[src/rtl/cdic.sv]
// CDIC host-bus block: 64 KB window with buffer RAM, a command/status register file
// and a fixed-latency command engine driven through DBUF/XBUF.
// Optional build macro: CDIC_BUFFER_RAM_EN (when defined, 7680 x 16 buffer RAM at 0x0000-0x3BFF).
module cdic (
    input  logic        clk,
    input  logic        reset,
    input  logic [23:1] address,
    input  logic [15:0] din,
    output logic [15:0] dout,
    input  logic        uds,
    input  logic        lds,
    input  logic        write_strobe,
    input  logic        cs,
    output logic        bus_ack
);

    // Word offsets inside the window (byte offset >> 1)
    localparam logic [14:0] W_CMD    = 15'h1E00;
    localparam logic [14:0] W_TIME_H = 15'h1E01;
    localparam logic [14:0] W_TIME_L = 15'h1E02;
    localparam logic [14:0] W_FILE   = 15'h1E03;
    localparam logic [14:0] W_CHAN_H = 15'h1E04;
    localparam logic [14:0] W_CHAN_L = 15'h1E05;
    localparam logic [14:0] W_ACHAN  = 15'h1E06;
    localparam logic [14:0] W_ABUF   = 15'h1FFA;
    localparam logic [14:0] W_XBUF   = 15'h1FFB;
    localparam logic [14:0] W_DMACTL = 15'h1FFC;
    localparam logic [14:0] W_ZBUF   = 15'h1FFD;
    localparam logic [14:0] W_IVEC   = 15'h1FFE;
    localparam logic [14:0] W_DBUF   = 15'h1FFF;
    localparam logic [14:0] W_RAM_END = 15'h1E00;   // first word past the buffer RAM
    localparam logic [4:0]  CMD_CYCLES = 5'd16;

    // Byte-lane merge of CPU write data into an existing word
    function automatic logic [15:0] lane_merge(input logic [15:0] old_val,
                                               input logic [15:0] wdata,
                                               input logic        up,
                                               input logic        lo);
        logic [15:0] r;
        r = old_val;
        if (up) r[15:8] = wdata[15:8];
        if (lo) r[7:0]  = wdata[7:0];
        return r;
    endfunction

    logic [14:0] word_addr;
    logic        req, xfer, wr_en, rd_en;
    logic        start, done;
    logic        in_ram;
    logic [15:0] ram_rdata;
    logic [15:0] rdata;
    logic        unused_addr_bits;

    logic        bus_ack_q, bus_ack_d;
    logic [15:0] dout_q, dout_d;
    logic        busy_q, busy_d;
    logic [4:0]  cnt_q, cnt_d;
    logic [15:0] cmd_q, cmd_d, time_h_q, time_h_d, time_l_q, time_l_d;
    logic [15:0] file_q, file_d, chan_h_q, chan_h_d, chan_l_q, chan_l_d;
    logic [15:0] achan_q, achan_d, abuf_q, abuf_d, xbuf_q, xbuf_d;
    logic [15:0] dmactl_q, dmactl_d, zbuf_q, zbuf_d, ivec_q, ivec_d;
    logic [14:0] dbuf_q, dbuf_d;
    logic [15:0] dbuf_wr;

    assign word_addr        = address[15:1];
    assign unused_addr_bits = ^address[23:16];
    assign req              = cs & (uds | lds);
    assign xfer             = req & ~bus_ack_q;
    assign wr_en            = xfer & write_strobe;
    assign rd_en            = xfer & ~write_strobe;
    assign in_ram           = (word_addr < W_RAM_END);
    assign start            = wr_en & (word_addr == W_DBUF) & uds & din[15];
    assign done             = busy_q & (cnt_q == CMD_CYCLES) & ~start;
    assign dbuf_wr          = lane_merge({busy_q, dbuf_q}, din, uds, lds);
    assign bus_ack          = bus_ack_q;
    assign dout             = dout_q;

`ifdef CDIC_BUFFER_RAM_EN
    logic [15:0] ram [0:7679];

    // Buffer RAM: byte-lane writes, no reset so contents survive it
    always_ff @(posedge clk) begin
        if (wr_en && in_ram) begin
            if (uds) ram[word_addr[12:0]][15:8] <= din[15:8];
            if (lds) ram[word_addr[12:0]][7:0]  <= din[7:0];
        end
    end

    assign ram_rdata = in_ram ? ram[word_addr[12:0]] : 16'h0000;
`else
    assign ram_rdata = 16'h0000;
`endif

    // Read-data mux; XBUF[15] reads 0 when completion lands on the same edge
    always_comb begin
        rdata = 16'h0000;
        if (in_ram) begin
            rdata = ram_rdata;
        end else begin
            case (word_addr)
                W_CMD:    rdata = cmd_q;
                W_TIME_H: rdata = time_h_q;
                W_TIME_L: rdata = time_l_q;
                W_FILE:   rdata = file_q;
                W_CHAN_H: rdata = chan_h_q;
                W_CHAN_L: rdata = chan_l_q;
                W_ACHAN:  rdata = achan_q;
                W_ABUF:   rdata = abuf_q;
                W_XBUF:   rdata = {xbuf_q[15] & ~done, xbuf_q[14:0]};
                W_DMACTL: rdata = dmactl_q;
                W_ZBUF:   rdata = zbuf_q;
                W_IVEC:   rdata = ivec_q;
                W_DBUF:   rdata = {busy_q, dbuf_q};
                default:  rdata = 16'h0000;
            endcase
        end
    end

    // Next state: bus handshake, register writes, command engine, XBUF status
    always_comb begin
        bus_ack_d = req & ~bus_ack_q;
        dout_d    = dout_q;
        busy_d    = busy_q;
        cnt_d     = cnt_q;
        cmd_d     = cmd_q;
        time_h_d  = time_h_q;
        time_l_d  = time_l_q;
        file_d    = file_q;
        chan_h_d  = chan_h_q;
        chan_l_d  = chan_l_q;
        achan_d   = achan_q;
        abuf_d    = abuf_q;
        xbuf_d    = xbuf_q;
        dmactl_d  = dmactl_q;
        zbuf_d    = zbuf_q;
        ivec_d    = ivec_q;
        dbuf_d    = dbuf_q;

        if (rd_en) dout_d = rdata;

        if (wr_en) begin
            case (word_addr)
                W_CMD:    cmd_d    = lane_merge(cmd_q,    din, uds, lds);
                W_TIME_H: time_h_d = lane_merge(time_h_q, din, uds, lds);
                W_TIME_L: time_l_d = lane_merge(time_l_q, din, uds, lds);
                W_FILE:   file_d   = lane_merge(file_q,   din, uds, lds);
                W_CHAN_H: chan_h_d = lane_merge(chan_h_q, din, uds, lds);
                W_CHAN_L: chan_l_d = lane_merge(chan_l_q, din, uds, lds);
                W_ACHAN:  achan_d  = lane_merge(achan_q,  din, uds, lds);
                W_ABUF:   abuf_d   = lane_merge(abuf_q,   din, uds, lds);
                W_XBUF:   xbuf_d   = lane_merge(xbuf_q,   din, uds, lds);
                W_DMACTL: dmactl_d = lane_merge(dmactl_q, din, uds, lds);
                W_ZBUF:   zbuf_d   = lane_merge(zbuf_q,   din, uds, lds);
                W_IVEC:   ivec_d   = lane_merge(ivec_q,   din, uds, lds);
                W_DBUF:   dbuf_d   = dbuf_wr[14:0];
                default:  ;
            endcase
        end

        // Command engine: counter holds edges elapsed since the start edge
        if (start) begin
            busy_d = 1'b1;
            cnt_d  = 5'd1;
        end else if (busy_q) begin
            if (cnt_q == CMD_CYCLES) begin
                busy_d = 1'b0;
                cnt_d  = 5'd0;
            end else begin
                cnt_d = cnt_q + 5'd1;
            end
        end

        // Reading XBUF acknowledges the status bit; completion takes precedence
        if (rd_en && !in_ram && word_addr == W_XBUF) xbuf_d[15] = 1'b0;
        if (done) begin
            xbuf_d[15]  = 1'b1;
            xbuf_d[7:0] = cmd_q[7:0];
        end
    end

    // State registers, all cleared by asynchronous reset
    always_ff @(posedge clk or posedge reset) begin
        if (reset) begin
            bus_ack_q <= 1'b0;
            dout_q    <= 16'h0000;
            busy_q    <= 1'b0;
            cnt_q     <= 5'd0;
            cmd_q     <= 16'h0000;
            time_h_q  <= 16'h0000;
            time_l_q  <= 16'h0000;
            file_q    <= 16'h0000;
            chan_h_q  <= 16'h0000;
            chan_l_q  <= 16'h0000;
            achan_q   <= 16'h0000;
            abuf_q    <= 16'h0000;
            xbuf_q    <= 16'h0000;
            dmactl_q  <= 16'h0000;
            zbuf_q    <= 16'h0000;
            ivec_q    <= 16'h0000;
            dbuf_q    <= 15'h0000;
        end else begin
            bus_ack_q <= bus_ack_d;
            dout_q    <= dout_d;
            busy_q    <= busy_d;
            cnt_q     <= cnt_d;
            cmd_q     <= cmd_d;
            time_h_q  <= time_h_d;
            time_l_q  <= time_l_d;
            file_q    <= file_d;
            chan_h_q  <= chan_h_d;
            chan_l_q  <= chan_l_d;
            achan_q   <= achan_d;
            abuf_q    <= abuf_d;
            xbuf_q    <= xbuf_d;
            dmactl_q  <= dmactl_d;
            zbuf_q    <= zbuf_d;
            ivec_q    <= ivec_d;
            dbuf_q    <= dbuf_d;
        end
    end

endmodule

[config.mk]
export PLATFORM = sky130hd
export DESIGN_NAME = cdic
export DESIGN_NICKNAME = d
export VERILOG_FILES = /design/src/rtl/cdic.sv
export SDC_FILE = /design/constraint.sdc
export NUM_CORES = 1
export LEC_CHECK = 0
export CAP_MARGIN = 0
export CELL_PAD_IN_SITES_DETAIL_PLACEMENT = 1
export CELL_PAD_IN_SITES_GLOBAL_PLACEMENT = 2
export CORE_MARGIN = 4
export CORE_UTILIZATION = 25
export DETAILED_ROUTE_END_ITERATION = 16
export PLACE_DENSITY_LB_ADDON = 0.08
export SKIP_CTS_REPAIR_TIMING = 1
export SLEW_MARGIN = 20
export SYNTH_ARGS = -nofsm -noshare
export SYNTH_HDL_FRONTEND = slang
export SYNTH_SLANG_ARGS = --single-unit
[constraint.sdc]
create_clock -name clk -period 17.5 [get_ports clk]
set_clock_uncertainty 0.2 [all_clocks]
set_input_delay 3.5 -clock clk [delete_from_list [all_inputs] [get_ports clk]]
set_output_delay 3.5 -clock clk [all_outputs]
set_load 0.02 [all_outputs]
==> results.json <==
{
  "min_period_ns": 7.15,
  "path_max_fanout": 14,
  "ys_types": 66,
  "ys_ff_latch": 230,
  "num_rows": 76,
  "dp_cells": 1469,
  "grt_pass1_vias": 8557,
  "insertion_delay_ns": 0.55,
  "finalHoldViolations": 0,
  "synth_top_area_share_pct": 52.6,
  "yosys.area.top_type": "dfrtp_1",
  "avgRoutedWirePerCell_um": 28.2,
  "clockRootBuffer": "clkbuf_16",
  "design.die.area_mm2": 0.0472,
  "synthArstFlopShare_pct": 100,
  "cts_buffer_depth": 3,
  "place_hpwl_um": 29400,
  "grt_max_degree": 92,
  "final-instance-count-excl-fill": 1518,
  "layout.nets": 961,
  "synth_nets": 910,
  "viasPerCell": 5.12,
  "slew_headroom_pct": 9.42,
  "synth-main-ff-cell": "dfrtp_1",
  "maxCapViolCount": 0,
  "status": "completed",
  "fin_tns_setup_ns": 0,
  "fmax_mhz": 140,
  "synth_edf_count": 0,
  "start_kind": "input port",
  "grt_use_total_pct": 18.1,
  "hold_path_class": "reg2reg",
  "grt_remaining_overflow": 0,
  "dp_slack_ns": 9.80,
  "cts_sinks": 230,
  "antenna_found_initial": 0,
  "wl_um": 42700,
  "start_util_pct": 25.4,
  "syn_avg_cell_area_um2": 12.7,
  "core_mm2": 0.0432,
  "total_leakage_power_nw": 5.91,
  "netlist_area_mm2": 0.0110,
  "synth_commonest_cells": "230 x dfrtp_1, 197 x mux2_2, 58 x nand2_1",
  "synthTopCellsByArea": "dfrtp_1 53%, mux2_2 20%, nand2_1 2.0%, mux2i_1 1.9%, nor4_4 1.7%",
  "cts_tree": "done",
  "gp_congestion": 0.776,
  "crit_arrival_ns": 7.38,
  "rsz0062_at_grt": "false",
  "fin_crit_sh_pct": 40.9,
  "totalPowerFinal_mw": 1.19,
  "maxSlewViolCount": 0,
  "syn_inst": 863,
  "synth_sequential_area_ratio_pct": 52.6,
  "end_kind": "flop",
  "die_h_um": 217,
  "area_growth_pct": 19.8,
  "post-route-drc-count": 0,
  "drive_gt1_share_pct": 32.5,
  "drt_first_pass_iters": 5,
  "cts.reportedPaths.clkPinSlew_ns": 0.06,
  "drt_iter0_drc": 458,
  "routed-via-count": 7777,
  "peakVddDrop_v": 0.0000651,
  "finalSetupViolCount": 0,
  "yosysWarningCount": 0,
  "antenna_left": 0,
  "p_per_area_mw_per_mm2": 90.3,
  "diodes": 0,
  "post-synth-top-count-cell": "dfrtp_1",
  "pin_count": 62,
  "cts_made_buffers": 28,
  "h-tree-depth": 1,
  "path_class": "in2reg",
  "worst_ep_required_time_ns": 17.73,
  "rrSetupSlack_ns": 14.36,
  "fin_ws_ns": 10.35,
  "final_util_pct": 30.4,
  "worst_slew_pin_slew_ns": 1.35,
  "die_x_um": 217,
  "io_buffers": 53,
  "grt_pass1_wl_um": 62900
}
[path summary, 6_finish.rpt]
check / start / to / cells after the start
max: address[5] / dbuf_q[2] / 5
min: dout[12] / dout[12] / 1
max reg2reg: bus_ack / dbuf_q[2] / 4
min reg2reg: dout[12] / dout[12] / 1
max in group asynchronous: reset / time_h_q[8] / 3
min in group asynchronous: reset / dbuf_q[7] / 2
[layer usage]
| metal | GRT usage (%) | wire length (um) |
|---|---|---|
| met4 | 4.01 | 940 |
| met2 | 29.8 | 20300 |
| met1 | 25.8 | 20200 |
| met5 | 0 | 0 |
| met3 | 1.80 | 1250 |
[metrics by stage]
stage / area, um^2 / hold WS (ns)
2_1_floorplan: 11000 / 0.262
3_3_place_gp: 12100 / 0.272
3_5_place_dp: 12200 / 0.270
4_1_cts: 13100 / 0.283
5_1_grt: 13100 / 0.306
6_report: 13100 / 0.281
[layout by cell type (no fill, tap or decap), types with 8 or more instances in the layout]
| cell | netlist | final |
|---|---|---|
| a21oi_1 | 11 | 11 |
| a221oi_1 | 12 | 12 |
| a22o_1 | 8 | 8 |
| a22oi_1 | 25 | 25 |
| a31oi_1 | 9 | 9 |
| a32oi_1 | 15 | 15 |
| and3_1 | 8 | 8 |
| buf_4 | 3 | 19 |
| clkbuf_16 | 0 | 29 |
| clkbuf_8 | 0 | 9 |
| clkdlybuf4s50_1 | 0 | 53 |
| dfrtp_1 | 230 | 230 |
| mux2_2 | 197 | 197 |
| mux2_4 | 8 | 8 |
| mux2i_1 | 21 | 21 |
| nand2_1 | 58 | 58 |
| nand3_1 | 15 | 15 |
| nand4_1 | 11 | 11 |
| nor2_1 | 40 | 40 |
| nor3_1 | 15 | 15 |
| nor4_4 | 9 | 11 |
| o21ai_0 | 11 | 11 |
[critical path: stages]
cell	delay, ns
clkdlybuf4s50_1	0.56
nand4_1	0.85
nor3_2	1.02
nand3_1	0.86
mux2_2	0.56
[where the power goes]
group          switching, mW  leakage [nW]  total (mW)  internal (mW)
Combinational         0.0389          2.25      0.0522         0.0134
Sequential          0.000201          3.19       0.532          0.532
Clock                  0.234         0.475       0.601          0.366
[logic make-up (layout without fill, tap and decap cells)]
logic type                 after synthesis  in the layout  share of synthesized area [%]
DFF                                    230            230                           52.6
muxes                                  227            227                           23.5
and+or+nand+nor                        214            214                           11.8
AOI/OAI and AO/OA                      132            132                           9.36
buffers and inverters                   56            126                           2.45
adders and majority gates                2              2                          0.228
xor gates and xnor gates                 2              2                          0.160
[layout make-up]
type / instances / area (um^2)
clock buffers: 42 / 865
clock inverters: 7 / 85.1
fillers: 4694 / 30100
inverters: 4 / 22.5
multi-input cells: 577 / 4970
flip-flops and latches: 230 / 5760
well taps: 585 / 732
repair buffers: 73 / 684
Power figures use the tool's default switching activity.
